`src/rtl/paint_pkg.sv`:
```
// Shared definitions for the paint block: default geometry and stamp FSM encoding.
// No ports; imported by cursor_brush_ctrl and brush_stamper.
package paint_pkg;

  localparam int W_RES_D   = 640;
  localparam int H_RES_D   = 480;
  localparam int COORD_W_D = 11;
  localparam int COLOR_W_D = 8;

  typedef enum logic {
    IDLE  = 1'b0,
    STAMP = 1'b1
  } stamp_state_t;

endpackage

```
`src/rtl/brush_stamper.sv`:
```
// Square brush stamper: latches origin/size/colour on start and emits a
// row-major pixel stream over a valid/ready handshake.
// Ports: clock, reset (sync, active low), start/start_ack, cursor_x/y,
// brush_sel, color in; wr_valid/wr_x/wr_y/wr_color/busy out, wr_ready in.
module brush_stamper
  import paint_pkg::*;
#(
  parameter int W_RES     = W_RES_D,
  parameter int H_RES     = H_RES_D,
  parameter int COORD_W   = COORD_W_D,
  parameter int CW        = 3 * COLOR_W_D,
  parameter int BASE_SIZE = 8
) (
  input  logic               clock,
  input  logic               reset,
  input  logic               start,
  output logic               start_ack,
  input  logic [COORD_W-1:0] cursor_x,
  input  logic [COORD_W-1:0] cursor_y,
  input  logic [1:0]         brush_sel,
  input  logic [CW-1:0]      color,
  input  logic               wr_ready,
  output logic               wr_valid,
  output logic [COORD_W-1:0] wr_x,
  output logic [COORD_W-1:0] wr_y,
  output logic [CW-1:0]      wr_color,
  output logic               busy
);

  stamp_state_t state, nxt;

  logic [COORD_W-1:0] sz, xlim, ylim, ox, oy;
  logic [COORD_W-1:0] x0, xl, yl;
  logic               last;

  assign sz   = COORD_W'(BASE_SIZE) << brush_sel;
  assign xlim = COORD_W'(W_RES) - sz;
  assign ylim = COORD_W'(H_RES) - sz;
  assign ox   = (cursor_x > xlim) ? xlim : cursor_x;
  assign oy   = (cursor_y > ylim) ? ylim : cursor_y;

  assign last      = (wr_x == xl) && (wr_y == yl);
  assign start_ack = (state == IDLE) && start;
  assign wr_valid  = (state == STAMP);
  assign busy      = (state == STAMP);

  always_ff @(posedge clock) begin
    if (!reset) state <= IDLE;
    else        state <= nxt;
  end

  always_comb begin
    nxt = state;
    unique case (state)
      IDLE:  if (start) nxt = STAMP;
      STAMP: if (wr_ready && last) nxt = IDLE;
      default: nxt = IDLE;
    endcase
  end

  always_ff @(posedge clock) begin
    if (!reset) begin
      x0       <= '0;
      xl       <= '0;
      yl       <= '0;
      wr_x     <= '0;
      wr_y     <= '0;
      wr_color <= '0;
    end else if (start_ack) begin
      x0       <= ox;
      wr_x     <= ox;
      wr_y     <= oy;
      xl       <= ox + sz - COORD_W'(1);
      yl       <= oy + sz - COORD_W'(1);
      wr_color <= color;
    end else if (state == STAMP && wr_ready) begin
      if (wr_x == xl) begin
        wr_x <= x0;
        wr_y <= wr_y + COORD_W'(1);
      end else begin
        wr_x <= wr_x + COORD_W'(1);
      end
    end
  end

endmodule

```
`src/rtl/cursor_brush_ctrl.sv`:
```
// Cursor/colour controller for a paint canvas: button-driven cursor with
// tick auto-repeat, per-channel colour stepping, and brush stamp requests.
// Ports: clock, reset (sync, active low), buttons, sw_inc/sw_dec, brush_sel,
// paint_en, wr_ready in; cursor_x/y, color, wr_* pixel stream, busy out.
module cursor_brush_ctrl
  import paint_pkg::*;
#(
  parameter int W_RES      = W_RES_D,
  parameter int H_RES      = H_RES_D,
  parameter int COORD_W    = COORD_W_D,
  parameter int COLOR_W    = COLOR_W_D,
  parameter int NCH        = 3,
  parameter int BASE_SIZE  = 8,
  parameter int STEP       = 4,
  parameter int COLOR_STEP = 8,
  parameter int TICK_DIV   = 2000000
) (
  input  logic                     clock,
  input  logic                     reset,
  input  logic                     up_n,
  input  logic                     down_n,
  input  logic                     left_n,
  input  logic                     right_n,
  input  logic [NCH-1:0]           sw_inc,
  input  logic [NCH-1:0]           sw_dec,
  input  logic [1:0]               brush_sel,
  input  logic                     paint_en,
  input  logic                     wr_ready,
  output logic [COORD_W-1:0]       cursor_x,
  output logic [COORD_W-1:0]       cursor_y,
  output logic [NCH*COLOR_W-1:0]   color,
  output logic                     wr_valid,
  output logic [COORD_W-1:0]       wr_x,
  output logic [COORD_W-1:0]       wr_y,
  output logic [NCH*COLOR_W-1:0]   wr_color,
  output logic                     busy
);

  localparam int CW = NCH * COLOR_W;
  localparam int TW = (TICK_DIV > 1) ? $clog2(TICK_DIV) : 1;

  localparam logic [COORD_W:0] STEP_W = (COORD_W+1)'(STEP);
  localparam logic [COORD_W:0] XMAX   = (COORD_W+1)'(W_RES - 1);
  localparam logic [COORD_W:0] YMAX   = (COORD_W+1)'(H_RES - 1);
  localparam logic [COLOR_W:0] CSTEP  = (COLOR_W+1)'(COLOR_STEP);
  localparam logic [COLOR_W:0] CMAX   = {1'b0, {COLOR_W{1'b1}}};

  localparam logic [COORD_W-1:0] X_RST = COORD_W'((W_RES - BASE_SIZE) / 2);
  localparam logic [COORD_W-1:0] Y_RST = COORD_W'((H_RES - BASE_SIZE) / 2);

  logic [TW-1:0] tcnt;
  logic          tick;

  assign tick = (tcnt == TW'(TICK_DIV - 1));

  always_ff @(posedge clock) begin
    if (!reset)    tcnt <= '0;
    else if (tick) tcnt <= '0;
    else           tcnt <= tcnt + TW'(1);
  end

  logic [COORD_W:0]   xw, yw, x_sum, y_sum;
  logic [COORD_W-1:0] x_nx, y_nx;

  // Opposing buttons cancel; sums carry one extra bit so clamping is exact.
  always_comb begin
    xw    = {1'b0, cursor_x};
    yw    = {1'b0, cursor_y};
    x_sum = xw + STEP_W;
    y_sum = yw + STEP_W;
    x_nx  = cursor_x;
    y_nx  = cursor_y;
    if (tick) begin
      if (!up_n && down_n)
        y_nx = (yw < STEP_W) ? '0 : COORD_W'(yw - STEP_W);
      else if (up_n && !down_n)
        y_nx = (y_sum > YMAX) ? COORD_W'(YMAX) : COORD_W'(y_sum);
      if (!left_n && right_n)
        x_nx = (xw < STEP_W) ? '0 : COORD_W'(xw - STEP_W);
      else if (left_n && !right_n)
        x_nx = (x_sum > XMAX) ? COORD_W'(XMAX) : COORD_W'(x_sum);
    end
  end

  logic [NCH-1:0] inc_q, dec_q, inc_f, dec_f;
  logic [CW-1:0]  col_nx;
  logic [COLOR_W:0] ch, ch_sum;

  assign inc_f = inc_q & ~sw_inc;
  assign dec_f = dec_q & ~sw_dec;

  always_comb begin
    col_nx = color;
    ch     = '0;
    ch_sum = '0;
    for (int i = 0; i < NCH; i++) begin
      ch     = {1'b0, color[i*COLOR_W +: COLOR_W]};
      ch_sum = ch + CSTEP;
      if (inc_f[i] && !dec_f[i])
        col_nx[i*COLOR_W +: COLOR_W] =
          (ch_sum > CMAX) ? CMAX[COLOR_W-1:0] : ch_sum[COLOR_W-1:0];
      else if (dec_f[i] && !inc_f[i])
        col_nx[i*COLOR_W +: COLOR_W] =
          (ch < CSTEP) ? '0 : COLOR_W'(ch - CSTEP);
    end
  end

  always_ff @(posedge clock) begin
    if (!reset) begin
      cursor_x <= X_RST;
      cursor_y <= Y_RST;
      color    <= '0;
      inc_q    <= '0;
      dec_q    <= '0;
    end else begin
      cursor_x <= x_nx;
      cursor_y <= y_nx;
      color    <= col_nx;
      inc_q    <= sw_inc;
      dec_q    <= sw_dec;
    end
  end

  logic               paint_q, pending, rise, moved;
  logic               start_req, start_ack;
  logic               last_vld;
  logic [COORD_W-1:0] last_x, last_y;

  assign rise  = paint_en && !paint_q;
  assign moved = !last_vld || (cursor_x != last_x) || (cursor_y != last_y);
  assign start_req = paint_en && (pending || rise || moved);

  always_ff @(posedge clock) begin
    if (!reset) begin
      paint_q  <= 1'b0;
      pending  <= 1'b0;
      last_vld <= 1'b0;
      last_x   <= '0;
      last_y   <= '0;
    end else begin
      paint_q <= paint_en;
      if (start_ack) begin
        pending  <= 1'b0;
        last_vld <= 1'b1;
        last_x   <= cursor_x;
        last_y   <= cursor_y;
      end else if (!paint_en) begin
        pending <= 1'b0;
      end else if (rise) begin
        pending <= 1'b1;
      end
    end
  end

  brush_stamper #(
    .W_RES    (W_RES),
    .H_RES    (H_RES),
    .COORD_W  (COORD_W),
    .CW       (CW),
    .BASE_SIZE(BASE_SIZE)
  ) u_stamp (
    .clock    (clock),
    .reset    (reset),
    .start    (start_req),
    .start_ack(start_ack),
    .cursor_x (cursor_x),
    .cursor_y (cursor_y),
    .brush_sel(brush_sel),
    .color    (color),
    .wr_ready (wr_ready),
    .wr_valid (wr_valid),
    .wr_x     (wr_x),
    .wr_y     (wr_y),
    .wr_color (wr_color),
    .busy     (busy)
  );

endmodule

```
`config.mk`:
```
export PLATFORM = sky130hd
export DESIGN_NAME = cursor_brush_ctrl
export DESIGN_NICKNAME = d
export VERILOG_FILES = /design/src/rtl/paint_pkg.sv /design/src/rtl/brush_stamper.sv /design/src/rtl/cursor_brush_ctrl.sv
export SDC_FILE = /design/constraint.sdc
export NUM_CORES = 1
export LEC_CHECK = 0
export ABC_AREA = 1
export BUFFER_PORTS_ARGS = -buffer_cell sky130_fd_sc_hd__buf_2
export CORE_MARGIN = 2
export CORE_UTILIZATION = 55
export DETAILED_ROUTE_END_ITERATION = 7
export PLACE_DENSITY = 0.83
export SLEW_MARGIN = 20
export SYNTH_ARGS = -nofsm -noshare
export SYNTH_HDL_FRONTEND = slang
export SYNTH_HIERARCHICAL = 1
export SYNTH_SLANG_ARGS = --single-unit
```
`constraint.sdc`:
```
create_clock -name clock -period 2.88 [get_ports clock]
set_input_delay 0.144 -clock clock [delete_from_list [all_inputs] [get_ports clock]]
set_output_delay 0.144 -clock clock [all_outputs]
set_load 0.01 [all_outputs]
```
=== Yosys cells after proc, flatten, opt, wreduce, memory -nomap -nowiden ===
Index checks and enable logic that the tools add are counted.

* Flip-flop bits (word level): 178
* Latch bits: 0
* RAM bits: 0
* ROM bits: 0
* Input port bits: 16
* Output and inout port bits: 94
* Logic and storage cells: 139
* Memories: 0

* Add/sub/neg operators: 19
* Multipliers: 0
* Divide/modulo/power cells: 0
* Order comparisons: 12
* Eq/ne operators: 5
* Shifts and indexed selects: 1
* Muxes and demuxes: 31
* Bitwise logic cells: 7
* Reductions and logical operators: 44

{| class="wikitable"
|+ Operator list
! kind !! number
|-
| two-way mux 11 bit || 16
|-
| two-way mux 8 bit || 12
|-
| adder 8 x 4 -> 9 bit (second input constant) || 3
|-
| greater-than comparator 9 x 8 -> 1 bit (second input constant) || 3
|-
| adder 11 x 3 -> 12 bit (second input constant) || 2
|-
| less-than comparator 8 x 4 -> 1 bit (second input constant) || 3
|-
| subtractor 8 x 4 -> 8 bit (second input constant) || 3
|-
| adder 11 x 1 -> 11 bit (second input constant) || 2
|-
| adder 11 bit || 2
|-
| == test 11 bit || 2
|-
| greater-than comparator 11 bit || 2
|-
| less-than comparator 11 x 3 -> 1 bit (second input constant) || 2
|-
| inequality test 11 bit || 2
|-
| subtractor 11 x 1 -> 11 bit (second input constant) || 2
|-
| subtractor 11 x 3 -> 11 bit (second input constant) || 2
|-
| adder 21 x 1 -> 21 bit (second input constant) || 1
|-
| == test 21 bit (second input constant) || 1
|-
| logical AND 1 bit || 16
|-
| nonzero test 2 bit || 7
|-
| greater-than comparator 12 x 10 -> 1 bit (second input constant) || 1
|-
| greater-than comparator 12 x 9 -> 1 bit (second input constant) || 1
|-
| zero test 1 bit || 12
|-
| left shift 4 x 2 -> 11 bit (first input constant) || 1
|-
| subtractor 10 x 11 -> 11 bit (first input constant) || 1
|-
| 10 further kinds || 20
|}

=== Longest topological paths before layout ===
* Word-level depth: 8
* Gate-level depth with buffers: 28
* Gate-level depth less buffers: 27

=== Hierarchy ===
The synthesis kept the hierarchy.

{| class="wikitable"
|+ By module, submodules not included
! module !! times used !! cells each !! area an instance (µm²) !! sequential area each (µm²)
|-
| cursor_brush_ctrl || 1 || 844 || 5713.0 || 1761.7
|-
| brush_stamper || 1 || 738 || 5102.4 || 1601.5
|}

=== Worst setup path after synthesis ===
Ideal clock, no wire load.

* Path kind: input to register
* Start point: input port brush_sel[1]
* End point: register u_stamp.yl[8]
* Library setup time: 0.121 ns
* Arrival: 2.989 ns
* Required time: 2.759 ns
* Setup slack: -0.230 ns
* Cell stages on the path: 26
* Path buffers: 1
* Path through: inv_1 nand2_1 ha_1 inv_2 nor2_2 nor2_2 nand2_1 nand2_1 nand2_1 nand2_1 nand3_1 nand2_2 buf_6 nand2_1 o21ai_0 inv_1 ha_1 inv_1 ha_1 nand2_1 inv_1 a21oi_1 o21ai_0 or2_2 nand3_1 o21ai_0

* Cells in the longest elaborated chain, start to end: 6

{| class="wikitable"
|+ RTL lines
! what !! line !! source
|-
| from (decl) || cursor_brush_ctrl.sv:26 || <nowiki>input logic [1:0] brush_sel,</nowiki>
|-
| left shift 4 x 2 -> 11 bit * || brush_stamper.sv:36 || <nowiki>assign sz = COORD_W'(BASE_SIZE) << brush_sel;</nowiki>
|-
| subtractor 9 x 11 -> 11 bit || brush_stamper.sv:38 || <nowiki>assign ylim = COORD_W'(H_RES) - sz;</nowiki>
|-
| greater-than comparator 11 bit || brush_stamper.sv:40 || <nowiki>assign oy = (cursor_y > ylim) ? ylim : cursor_y;</nowiki>
|-
| two-way mux 11 bit || brush_stamper.sv:40 ||
|-
| adder 11 bit * || brush_stamper.sv:74 || <nowiki>yl <= oy + sz - COORD_W'(1);</nowiki>
|-
| subtractor 11 x 1 -> 11 bit * || brush_stamper.sv:74 ||
|-
| to (signal assigned) || brush_stamper.sv:74 ||
|-
| to (decl) || brush_stamper.sv:33 || <nowiki>logic [COORD_W-1:0] x0, xl, yl;</nowiki>
|}

Every way passes the cells marked *; elsewhere a longest branch is shown, timed or not.
A chain may end at the register's enable or synchronous reset.

=== Worst setup path in the final report ===
* Start point: register cursor_y[3]
* End point: register u_stamp.yl[9]

* Cells in the longest elaborated chain, start to end: 5
* Elaborated cells on any way between the ends: 9
* Those cells by class: add/sub: 2; order compare: 1; eq/ne: 1; mux: 1; reduce/logical: 4

{| class="wikitable"
|+ RTL lines
! what !! line !! source
|-
| from (decl) || cursor_brush_ctrl.sv:30 || <nowiki>output logic [COORD_W-1:0] cursor_y,</nowiki>
|-
| from (signal assigned) || cursor_brush_ctrl.sv:117 || <nowiki>cursor_y <= y_nx;</nowiki>
|-
| branches (longest 5 deep; another with greater-than comparator 11 bit) || - ||
|}

Parallel ways; which one is timed is not known.

==> impl_metrics.env <==
export IMPL_status="finished, violations left"
export IMPL_failed_checks="setup timing"
export IMPL_die_x_um=144.2
export IMPL_die_h_um=144.2
export IMPL_period_needed_ns=3.175
export IMPL_ios=110
export IMPL_nFillCells=1485
export IMPL_required_ns=3.20
export IMPL_final_setup_skew_ns=0.008156
export IMPL_hold_path_class="in2reg"
export IMPL_path_clk_slew_ns=0.06
export IMPL_cp_start_kind="flop"
export IMPL_clockBufferDepth=2
export IMPL_antenna_found_initial=0
export IMPL_syn_nets=1654
export IMPL_slew_violations=0
export IMPL_worstMarginPinSlew_ns=0.8855
export IMPL_cp_max_fo=7
export IMPL_ys_seq_elements=168
export IMPL_fp_dieArea_mm2=0.02080
export IMPL_dr_pass1_iters=6
export IMPL_tns_ns=-1.616
export IMPL_drtIter0Drc=1189
export IMPL_synth_distinct_cells=57
export IMPL_grt_overflow=0
export IMPL_synth_area_leaders="dfxtp_1 (31%), nand2_1 (12%), inv_1 (7.1%)"
export IMPL_synth_area_leader_cell="dfxtp_1"
export IMPL_rsz0062_at_grt="yes"
export IMPL_grt_pass1_wl_um=47660
export IMPL_ys_flop_type="dfxtp_1"
export IMPL_whs_ns=0.1845
export IMPL_yosysSeqAreaShare=0.3110
export IMPL_setup_violations=12
export IMPL_syn_area_per_cell_um2=6.837
export IMPL_grt_max_degree=60
export IMPL_clock_sinks=168
export IMPL_vias=11550
export IMPL_hold_viol_final=0
export IMPL_rows=51
export IMPL_p_leak_uw=0.006324
export IMPL_synth_async_reset_ratio=0
export IMPL_vdd_drop_max_mv=0.4174
export IMPL_p_per_area_mw_per_mm2=427.2
export IMPL_cts_root_buffer="clkbuf_16"
export IMPL_worstSetupPathType="reg2reg"
export IMPL_end_kind="flop"
export IMPL_netlist_area_mm2=0.01082
export IMPL_grt_pass1_vias=10180
export IMPL_max_freq_ghz=0.3149
export IMPL_cap_violations=0
export IMPL_syn_inst=1582
export IMPL_setup_slack_ns=-0.2954
export IMPL_cts_tree="built"
export IMPL_max_slew_margin_rel=0.4090
export IMPL_ant_nets=0
export IMPL_gp_congestion=0.9816
export IMPL_synth_top_cell_area_share=0.3110
export IMPL_synth_edf_count=0
export IMPL_io_buffers=109
export IMPL_drive_gt1_frac=0.2593
export IMPL_area_growth_pct=24.55
export IMPL_wl_per_cell_um=16.02
export IMPL_finalCritPeriodShare=1.103
export IMPL_drt_wl_total_um=32810
export IMPL_dp_hpwl_um=20710
export IMPL_clkLatencyLatePin_ns=0.43
export IMPL_yosysWarnings=6
export IMPL_cts_max_level=4
export IMPL_fp_coreArea_mm2=0.01940
export IMPL_grt_usage=0.2811
export IMPL_numCtsBuffers=17
export IMPL_critPathArrivalTime_ns=3.50
export IMPL_vias_per_cell=5.640
export IMPL_start_util=0.5575
export IMPL_finalNetCount=1842
export IMPL_drc_errors=0
-- worst paths after layout --
| kind | start | to | slack (ns) | cells after the start |
|---|---|---|---|---|
| setup reg to reg | cursor_y[3] | u_stamp/yl[9] | -0.30 | 22 |
| hold / removal | down_n | cursor_y[7] | 0.18 | 5 |
| setup / recovery | cursor_y[3] | u_stamp/yl[9] | -0.30 | 22 |
| hold reg to reg | u_stamp/x0[10] | u_stamp/x0[10] | 0.45 | 2 |
-- cell families (layout without fill, tap and decap cells) --
| kind of cell | after synthesis | after routing | share of synthesized area |
|---|---|---|---|
| adder cells (fa/ha/maj) | 56 | 56 | 0.06617 |
| AND/OR/NAND/NOR | 725 | 725 | 0.3118 |
| other | 2 | 3 | 0.0006944 |
| buffers and inverters | 286 | 486 | 0.1106 |
| AO/OA/AOI/OAI | 284 | 284 | 0.1504 |
| flip-flops | 168 | 168 | 0.3110 |
| XOR/XNOR | 61 | 61 | 0.04940 |
-- power by group --
| group | internal [uW] | total, uW | switching (uW) |
|---|---|---|---|
| clock network | 1210 | 2170 | 964 |
| logic | 396 | 1020 | 625 |
| registers | 2440 | 2560 | 122 |
| total | 4040 | 5760 | 1710 |
-- sequential cells by signal (all words and copies together), names as in the netlist, 3 cells and up --
signal	count
u_stamp/xl	11
u_stamp/wr_y	11
u_stamp/wr_x	11
inc_q	3
last_x	10
dec_q	3
cursor_y	10
color	18
cursor_x	10
u_stamp/x0	11
last_y	10
u_stamp/wr_color	24
u_stamp/yl	11
tcnt	21
-- cells in the mapped netlist (all sizes together), types with 6 or more instances --
master,n
xor2,44
nand4,30
nand2,370
xnor2,17
buf,42
o21ai,113
or2,6
a22o,24
clkbuf,12
ha,54
nor3,27
o211ai,10
o22ai,10
nor2,166
dfxtp,168
a21oi,108
nand3,114
inv,226
-- metal layers --
metal	GRT usage	wire, um	part of all wire
met5	0	0	0
met4	0.1007	1352	0.041
met3	0.05894	2506	0.076
met1	0.3510	13010	0.40
met2	0.4805	15940	0.49
-- metrics by stage --
step,worst slack [ns],utilization,cell area [um^2],power (uW),instances
floorplan,-0.07048,-,10870,3213,1582
global placement,-0.1734,0.6243,12110,3446,1990
detailed placement,-0.3817,0.6243,12110,3477,1990
CTS,-0.03775,0.6690,12980,5645,2035
global route,-0.3582,0.6943,13470,5978,2047
finish,-0.2954,0.6944,13470,5755,2048
-- worst max-delay path: stages, from the launching register on --
cell and delay (ns):
dfxtp_2 0.36, ha_4 0.21, nor2_4 0.08, nand2_2 0.08, nand2_2 0.09, nand2_2 0.06
nand2_2 0.06, nand2_2 0.05, nand3_2 0.09, nand2_4 0.11, buf_6 0.18, nand2_2 0.07
o21ai_2 0.07, ha_1 0.33, inv_2 0.06, ha_4 0.28, inv_1 0.08, o21bai_2 0.21
nand4_1 0.17, nand3_1 0.12, nand2_1 0.07, o21ai_1 0.16, inv_1 0.05
-- layout make-up --
type                            instances  area, um^2  area share
Tap cell                              265       331.6     0.02461
Clock inverter                         11       100.1    0.007431
Clock buffer                           20       446.7     0.03316
Sequential cell                       168        3372      0.2503
Timing Repair Buffer                  224        1484      0.1102
Multi-Input combinational cell       1128        6848      0.5084
Antenna cell                            1       2.502   0.0001858
Inverter                              231       885.9     0.06576
-- what timing repair did --
item                                    CTS  global route
gates cloned                              0             1
setup buffers                             7            11
hold buffers                              7             0
endpoints found under the setup margin    9            78
gates resized for setup                  52            96
pin swaps                                32            45
endpoints found under the hold margin     7             0
-- cells in the final DEF (no fill, tap or decap), types with 32 or more instances in the layout --
cell,synthesis,routed
buf_4,15,101
xor2_1,44,44
dfxtp_1,168,163
nand3_1,104,97
a21oi_1,103,94
ha_1,54,32
buf_2,16,109
nand2_2,14,33
nor2_1,131,123
o21ai_0,103,89
inv_2,21,36
nand2_1,353,328
inv_1,205,187
Note: power is estimated with default switching activity, not from simulation.
